File: src/rtl/video_timing_pkg.sv
// Shared frame timing constants for the horizontal and vertical sync generators.
// Line numbers are 9-bit; INT length is counted in 7 MHz cend ticks.
package video_timing_pkg;

  localparam logic [1:0] RASTER_PENT0 = 2'b00;
  localparam logic [1:0] RASTER_PENT1 = 2'b01;
  localparam logic [1:0] RASTER_48K   = 2'b10;
  localparam logic [1:0] RASTER_128K  = 2'b11;

  localparam logic [8:0] LINES_PENT = 9'd320;
  localparam logic [8:0] LINES_48K  = 9'd312;
  localparam logic [8:0] LINES_128K = 9'd311;

  localparam logic [8:0] VBLNK_BEG     = 9'd0;
  localparam logic [8:0] VBLNK_END     = 9'd32;
  localparam logic [8:0] VSYNC_BEG     = 9'd8;
  localparam logic [8:0] VSYNC_END     = 9'd10;
  localparam logic [8:0] VPIX_BEG_PENT = 9'd80;
  localparam logic [8:0] VPIX_END_PENT = 9'd272;
  localparam logic [8:0] VPIX_BEG_ATM  = 9'd76;
  localparam logic [8:0] VPIX_END_ATM  = 9'd276;

  localparam logic [8:0] INT_LINE = 9'd0;
  localparam logic [6:0] INT_LEN  = 7'd64;

  typedef enum logic {
    INT_IDLE   = 1'b0,
    INT_ACTIVE = 1'b1
  } int_state_e;

  // Number of the final line of a frame for the given raster mode.
  function automatic logic [8:0] last_line(input logic [1:0] raster);
    case (raster)
      RASTER_48K:  last_line = LINES_48K - 9'd1;
      RASTER_128K: last_line = LINES_128K - 9'd1;
      default:     last_line = LINES_PENT - 9'd1;
    endcase
  endfunction

endpackage

File: src/rtl/video_int_gen.sv
// Z80 maskable INT pulse: one trigger starts a pulse exactly INT_LEN cend ticks wide.
// Triggers arriving while the pulse is active are ignored.
module video_int_gen
  import video_timing_pkg::*;
(
  input  logic clk,
  input  logic rst,
  input  logic cend,
  input  logic trigger,
  output logic int_start,
  output logic int_req
);

  int_state_e state_q;
  logic [6:0] cnt_q;
  logic       int_start_q;
  logic       int_req_q;

  always_ff @(posedge clk or posedge rst) begin
    if (rst) begin
      state_q     <= INT_IDLE;
      cnt_q       <= 7'd0;
      int_start_q <= 1'b0;
      int_req_q   <= 1'b0;
    end else begin
      int_start_q <= 1'b0;
      case (state_q)
        INT_IDLE: begin
          if (trigger) begin
            state_q     <= INT_ACTIVE;
            cnt_q       <= INT_LEN - 7'd1;
            int_start_q <= 1'b1;
            int_req_q   <= 1'b1;
          end
        end
        INT_ACTIVE: begin
          // The cend seen with cnt_q == 0 is the INT_LEN-th tick of the pulse.
          if (cend) begin
            if (cnt_q == 7'd0) begin
              state_q   <= INT_IDLE;
              int_req_q <= 1'b0;
            end else begin
              cnt_q <= cnt_q - 7'd1;
            end
          end
        end
        default: state_q <= INT_IDLE;
      endcase
    end
  end

  assign int_start = int_start_q;
  assign int_req   = int_req_q;

endmodule

File: src/rtl/video_sync_v.sv
// Vertical frame scheduler: line counter, vertical blank/sync/pixel window decode
// and the frame-start strobe, plus the INT generator triggered on INT_LINE.
module video_sync_v
  import video_timing_pkg::*;
(
  input  logic       clk,
  input  logic       rst,
  input  logic       cend,
  input  logic       hsync_start,
  input  logic       line_start,
  input  logic       hint_start,
  input  logic [1:0] modes_raster,
  input  logic       mode_atm_n_pent,
  output logic [8:0] vcount,
  output logic       vblank,
  output logic       vsync,
  output logic       vpix,
  output logic       frame_start,
  output logic       int_start,
  output logic       int_req
);

  logic [8:0] vcount_q, vcount_d;
  logic       vblank_q, vblank_d;
  logic       vsync_q, vsync_d;
  logic       vpix_q, vpix_d;
  logic       frame_start_q, frame_start_d;
  logic [8:0] line_last;
  logic [8:0] vpix_beg;
  logic [8:0] vpix_end;
  logic       int_trigger;

  assign line_last = last_line(modes_raster);
  assign vpix_beg  = mode_atm_n_pent ? VPIX_BEG_ATM : VPIX_BEG_PENT;
  assign vpix_end  = mode_atm_n_pent ? VPIX_END_ATM : VPIX_END_PENT;

  always_comb begin
    vcount_d      = vcount_q;
    frame_start_d = 1'b0;
    vblank_d      = vblank_q;
    vsync_d       = vsync_q;
    vpix_d        = vpix_q;

    // >= so that shrinking the frame mid-way wraps immediately instead of running to 511.
    if (hsync_start) begin
      if (vcount_q >= line_last) begin
        vcount_d      = 9'd0;
        frame_start_d = 1'b1;
      end else begin
        vcount_d = vcount_q + 9'd1;
      end
    end

    if (line_start) begin
      if (vcount_q == VBLNK_BEG)      vblank_d = 1'b1;
      else if (vcount_q == VBLNK_END) vblank_d = 1'b0;

      if (vcount_q == VSYNC_BEG)      vsync_d = 1'b1;
      else if (vcount_q == VSYNC_END) vsync_d = 1'b0;

      if (vcount_q == vpix_beg)       vpix_d = 1'b1;
      else if (vcount_q == vpix_end)  vpix_d = 1'b0;
    end
  end

  always_ff @(posedge clk or posedge rst) begin
    if (rst) begin
      vcount_q      <= 9'd0;
      vblank_q      <= 1'b0;
      vsync_q       <= 1'b0;
      vpix_q        <= 1'b0;
      frame_start_q <= 1'b0;
    end else begin
      vcount_q      <= vcount_d;
      vblank_q      <= vblank_d;
      vsync_q       <= vsync_d;
      vpix_q        <= vpix_d;
      frame_start_q <= frame_start_d;
    end
  end

  // Compares the pre-increment line so a coincident hsync_start does not hide line 0.
  assign int_trigger = hint_start && (vcount_q == INT_LINE);

  video_int_gen u_int_gen (
    .clk       (clk),
    .rst       (rst),
    .cend      (cend),
    .trigger   (int_trigger),
    .int_start (int_start),
    .int_req   (int_req)
  );

  assign vcount      = vcount_q;
  assign vblank      = vblank_q;
  assign vsync       = vsync_q;
  assign vpix        = vpix_q;
  assign frame_start = frame_start_q;

endmodule

File: config.mk
export PLATFORM = sky130hd
export DESIGN_NAME = video_sync_v
export DESIGN_NICKNAME = d
export VERILOG_FILES = /design/src/rtl/video_timing_pkg.sv /design/src/rtl/video_int_gen.sv /design/src/rtl/video_sync_v.sv
export SDC_FILE = /design/constraint.sdc
export NUM_CORES = 1
export LEC_CHECK = 0
export CAP_MARGIN = 20
export CORE_ASPECT_RATIO = 0.8
export CORE_UTILIZATION = 55
export CTS_BUF_LIST = sky130_fd_sc_hd__clkbuf_2
export CTS_CLUSTER_DIAMETER = 200
export CTS_CLUSTER_SIZE = 14
export DETAILED_ROUTE_END_ITERATION = 8
export GPL_ROUTABILITY_DRIVEN = 0
export PLACE_DENSITY = 0.83
export SYNTH_ARGS = -nofsm -noshare
export SYNTH_HDL_FRONTEND = slang
export SYNTH_SLANG_ARGS = --single-unit
export TNS_END_PERCENT = 50
File: constraint.sdc
create_clock -name clk -period 4.7 [get_ports clk]
set_input_delay 0.94 -clock clk [delete_from_list [all_inputs] [get_ports clk]]
set_output_delay 0.94 -clock clk [all_outputs]
set_load 0.1 [all_outputs]
==> run summary <==
========================================================================================
Arrival @ worst endpoint                                                         2270 ps
First-pass GRT wire length                                                       4.37 mm
Reg-to-Reg Start                                                            vcount[0]$_DFFE_PP0P_
Combinational Power Share                                                          56.6%
Global router's overall resource usage                                             22.4%
Post-CTS setup-driven buffer insertion count                                           0
Clock latency reported for the late side of the worst-skew pair                   330 ps
Sequential share of power                                                          36.2%
Top flip-flop cell by instance count after synthesis                             dfrtp_1
Setup tns final                                                                     0 ps
Highest net fanout along the worst path                                               12
Clock Pin Slew Worst Setup and Hold Paths                                         210 ps
Area taken by multi-input logic gates                                            701 µm²
Required time of the worst setup path                                            3760 ps
Antenna diode instance count                                                           0
Share of total power in the clock network                                           7.3%
Leakage power of the design                                                  0.000684 µW
Net count of the mapped netlist                                                      152
Total clock buffers created by CTS                                                     3
Vias                                                                               1,071
Setup-violating endpoint count in the final report                                     0
Critical path's largest stage delay                                              1230 ps
Path class of the lowest-slack min-delay path                               register to register
CTS Sinks                                                                             23
Initial drt markers                                                                   33
Violations in the final reports                                                      DRC
Critical path launch point type                                                 register
Die outline height                                                               46.2 µm
Number of antenna violations at the first check in global routing                      0
Worst slack at placement                                                         1900 ps
Area of the core                                                                2230 µm²
Startpoint-to-endpoint class of the critical path                           register to primary output
DRT antenna net count                                                                  0
Number of global-route vias before repair                                            931
Fill cells                                                                           161
Row cnt                                                                               15
TritonCTS clock tree                                                               built
Maximum count of clock buffers along a single path                                     2
RSZ-0062 raised after global routing                                               false
Share of flip-flops with an asynchronous set or reset after synthesis               100%
Detail Placement HPWL                                                            1.98 mm
Area growth from synthesis to layout                                               17.8%
Resize count post-CTS                                                                  0
Final setup skew                                                                 4.55 ps
Depth of the worst register-to-register path                                           6
Synth unique cells                                                                    43
Total congestion overflow                                                              0
Total detailed-routing wirelength                                                2.72 mm
Category of cells accounting for the largest share of critical-path delay   buffers and inverters
Final clock period utilization by the worst path                                   68.3%
Net count, final                                                                     174
Slowest cell on crit path                                                   clkdlybuf4s50_1
Initial cell density of the core                                                   60.2%
Top-level port count                                                                  24
Number of buffer and inverter instances along the worst setup path                     1
Post-synthesis cell count                                                            136
Maximum level of the CTS H-tree                                                        1
Maximum number of pins on one net before global-route repair                          24
Sequential fraction of the synthesis area                                          42.8%
Switching fraction of total power                                                  55.5%
Final hold violation count                                                             0
Combined flip-flop and latch cell area                                           576 µm²
Post-Synthesis Mean Instance Area                                               9.89 µm²
MaxCap Viol Count                                                                      0
Reg-to-reg slack, setup                                                          2780 ps
Min-delay src                                                               u_int_gen.cnt_q[0]$_DFFE_PP0P_
Synthesized flop and latch total                                                      23
Die boundary width                                                               57.3 µm
Hold bufs inserted after CTS                                                           0
Highest Clock Rate                                                               312 MHz
Post-layout instance count excluding filler cells                                    182
Worst-margin pin slew                                                             986 ps
Count of input and output buffers                                                     23
Worst Hold End                                                              u_int_gen.cnt_q[0]$_DFFE_PP0P_
Placed cell count                                                                    178
Cell Chain, Critical Path                                                   clkdlybuf4s50_1
Root Driver                                                                     clkbuf_2
Via density per instance                                                            5.88
Result of the run                                                           finished, violations left
Wire length per cell                                                             14.9 µm
Post-route minimum period                                                        3210 ps
Element type at the critical path end                                       primary output
Setup slack of the critical path after layout                                    1490 ps
Number of detailed-route iterations in the first pass                                  6
Cell area after synthesis                                                       1350 µm²
Yosys warns                                                                            0
Worst reg2reg path endpoint                                                 u_int_gen.cnt_q[1]$_DFFE_PP0P_
Relative slew margins                                                              34.1%
DRC violation count after routing                                                      8
Cell area power density                                                       673 nW/µm²
Hold Crit Depth                                                                        1
Number of max-slew violations in the final report                                      0
Peak supply drop                                                                  423 µV
Post-synth EDFFs                                                                       0
Area of the die                                                                 2650 µm²
Int Pwr                                                                           475 µW
Layout cell share with drive strength beyond 1                                     7.64%
Final Total Pwr                                                                  1070 µW
Net Sw Power                                                                      591 µW
========================================================================================
==> flip-flops by register name, summed over array words and instances, names as in the netlist <==
register	count
vpix	1
u_int_gen.state_q	1
u_int_gen.int_start	1
frame_start	1
u_int_gen.int_req	1
vsync	1
vcount	9
u_int_gen.cnt_q	7
vblank	1
==> per-stage QoR <==
step	util [%]	hold WS (ps)	area, µm²
floorplan	-	447	1350
global placement	70.0	477	1560
detailed placement	70.0	484	1560
CTS	70.9	520	1580
global route	70.9	549	1580
finish	70.9	517	1580
==> synthesized netlist by cell type (3+ instances only) <==
| cell type | instances | area share (%) |
|---|---|---|
| a21oi_1 | 3 | 1.1 |
| a2bb2oi_1 | 4 | 2.6 |
| dfrtp_1 | 23 | 43 |
| ha_1 | 7 | 6.5 |
| inv_1 | 7 | 2.0 |
| nand2_1 | 10 | 2.8 |
| nand3_1 | 6 | 2.2 |
| nand4_1 | 4 | 1.9 |
| nor2_1 | 15 | 4.2 |
| nor3_1 | 5 | 1.9 |
| nor3b_1 | 3 | 1.7 |
| o21ai_0 | 3 | 1.1 |
| xnor2_1 | 4 | 2.6 |
| xor2_1 | 3 | 2.0 |
==> logic make-up after synthesis <==
family          after synthesis  share of synthesized area (%)
fa+ha+maj                     7                           6.51
flops                        23                           42.8
mux                           2                           1.49
compound gates               20                           10.5
buf+inv                      13                           5.12
simple gates                 64                           29.0
xor+xnor                      7                           4.56
==> power by group through the flow <==
stage | combinational, µW | clock (µW) | sequential (µW)
6_report | 603 | 77.6 | 386
5_1_grt | 640 | 91.1 | 397
4_1_cts | 605 | 82.7 | 384
3_5_place_dp | 602 | 0 | 388
3_3_place_gp | 593 | 0 | 379
2_1_floorplan | 256 | 0 | 610
==> worst max-delay path by stage <==
stage                                                 to             startpoint  cells after the start  slack, ps
after CTS                                      vcount[2]  vcount[2]$_DFFE_PP0P_                      1       1460
after detailed placement                       vcount[2]  vcount[2]$_DFFE_PP0P_                      1       1900
after global placement                         vcount[2]  vcount[2]$_DFFE_PP0P_                      1       1940
after global routing                           vcount[2]  vcount[2]$_DFFE_PP0P_                      1       1370
final                                          vcount[2]  vcount[2]$_DFFE_PP0P_                      1       1490
after floorplan           u_int_gen.cnt_q[3]$_DFFE_PP0P_  vcount[0]$_DFFE_PP0P_                      7       2210
==> final cells by class <==
cell class / instances / share of cell area [%]
sequential: 23 / 36.3
multi-input combinational: 100 / 44.2
clock inverter: 1 / 0.316
tap: 25 / 1.97
timing repair buffer: 23 / 14.5
inverter: 7 / 1.66
clock buffer: 3 / 0.948
==> layout by cell type (no fill, tap or decap), drive strengths merged, types with 3 or more instances in the layout <==
| cell | count |
|---|---|
| dfrtp | 23 |
| clkdlybuf4s50 | 23 |
| nor2 | 16 |
| nand2 | 10 |
| inv | 7 |
| ha | 7 |
| nand3 | 6 |
| nor3 | 5 |
| nand4 | 4 |
| xnor2 | 4 |
| a2bb2oi | 4 |
| a21oi | 3 |
| xor2 | 3 |
| nor3b | 3 |
| o21ai | 3 |
| clkbuf | 3 |
==> metal layers <==
metal | track usage (%) | up-vias | share of wire (%)
li1 | - | 527 | -
met1 | 33.4 | 507 | 49
met2 | 32.5 | 35 | 44
met3 | 6.46 | 2 | 6.9
met4 | 4.88 | 0 | 0.15
met5 | 0 | - | 0
Note: power is estimated with default switching activity, not from simulation.
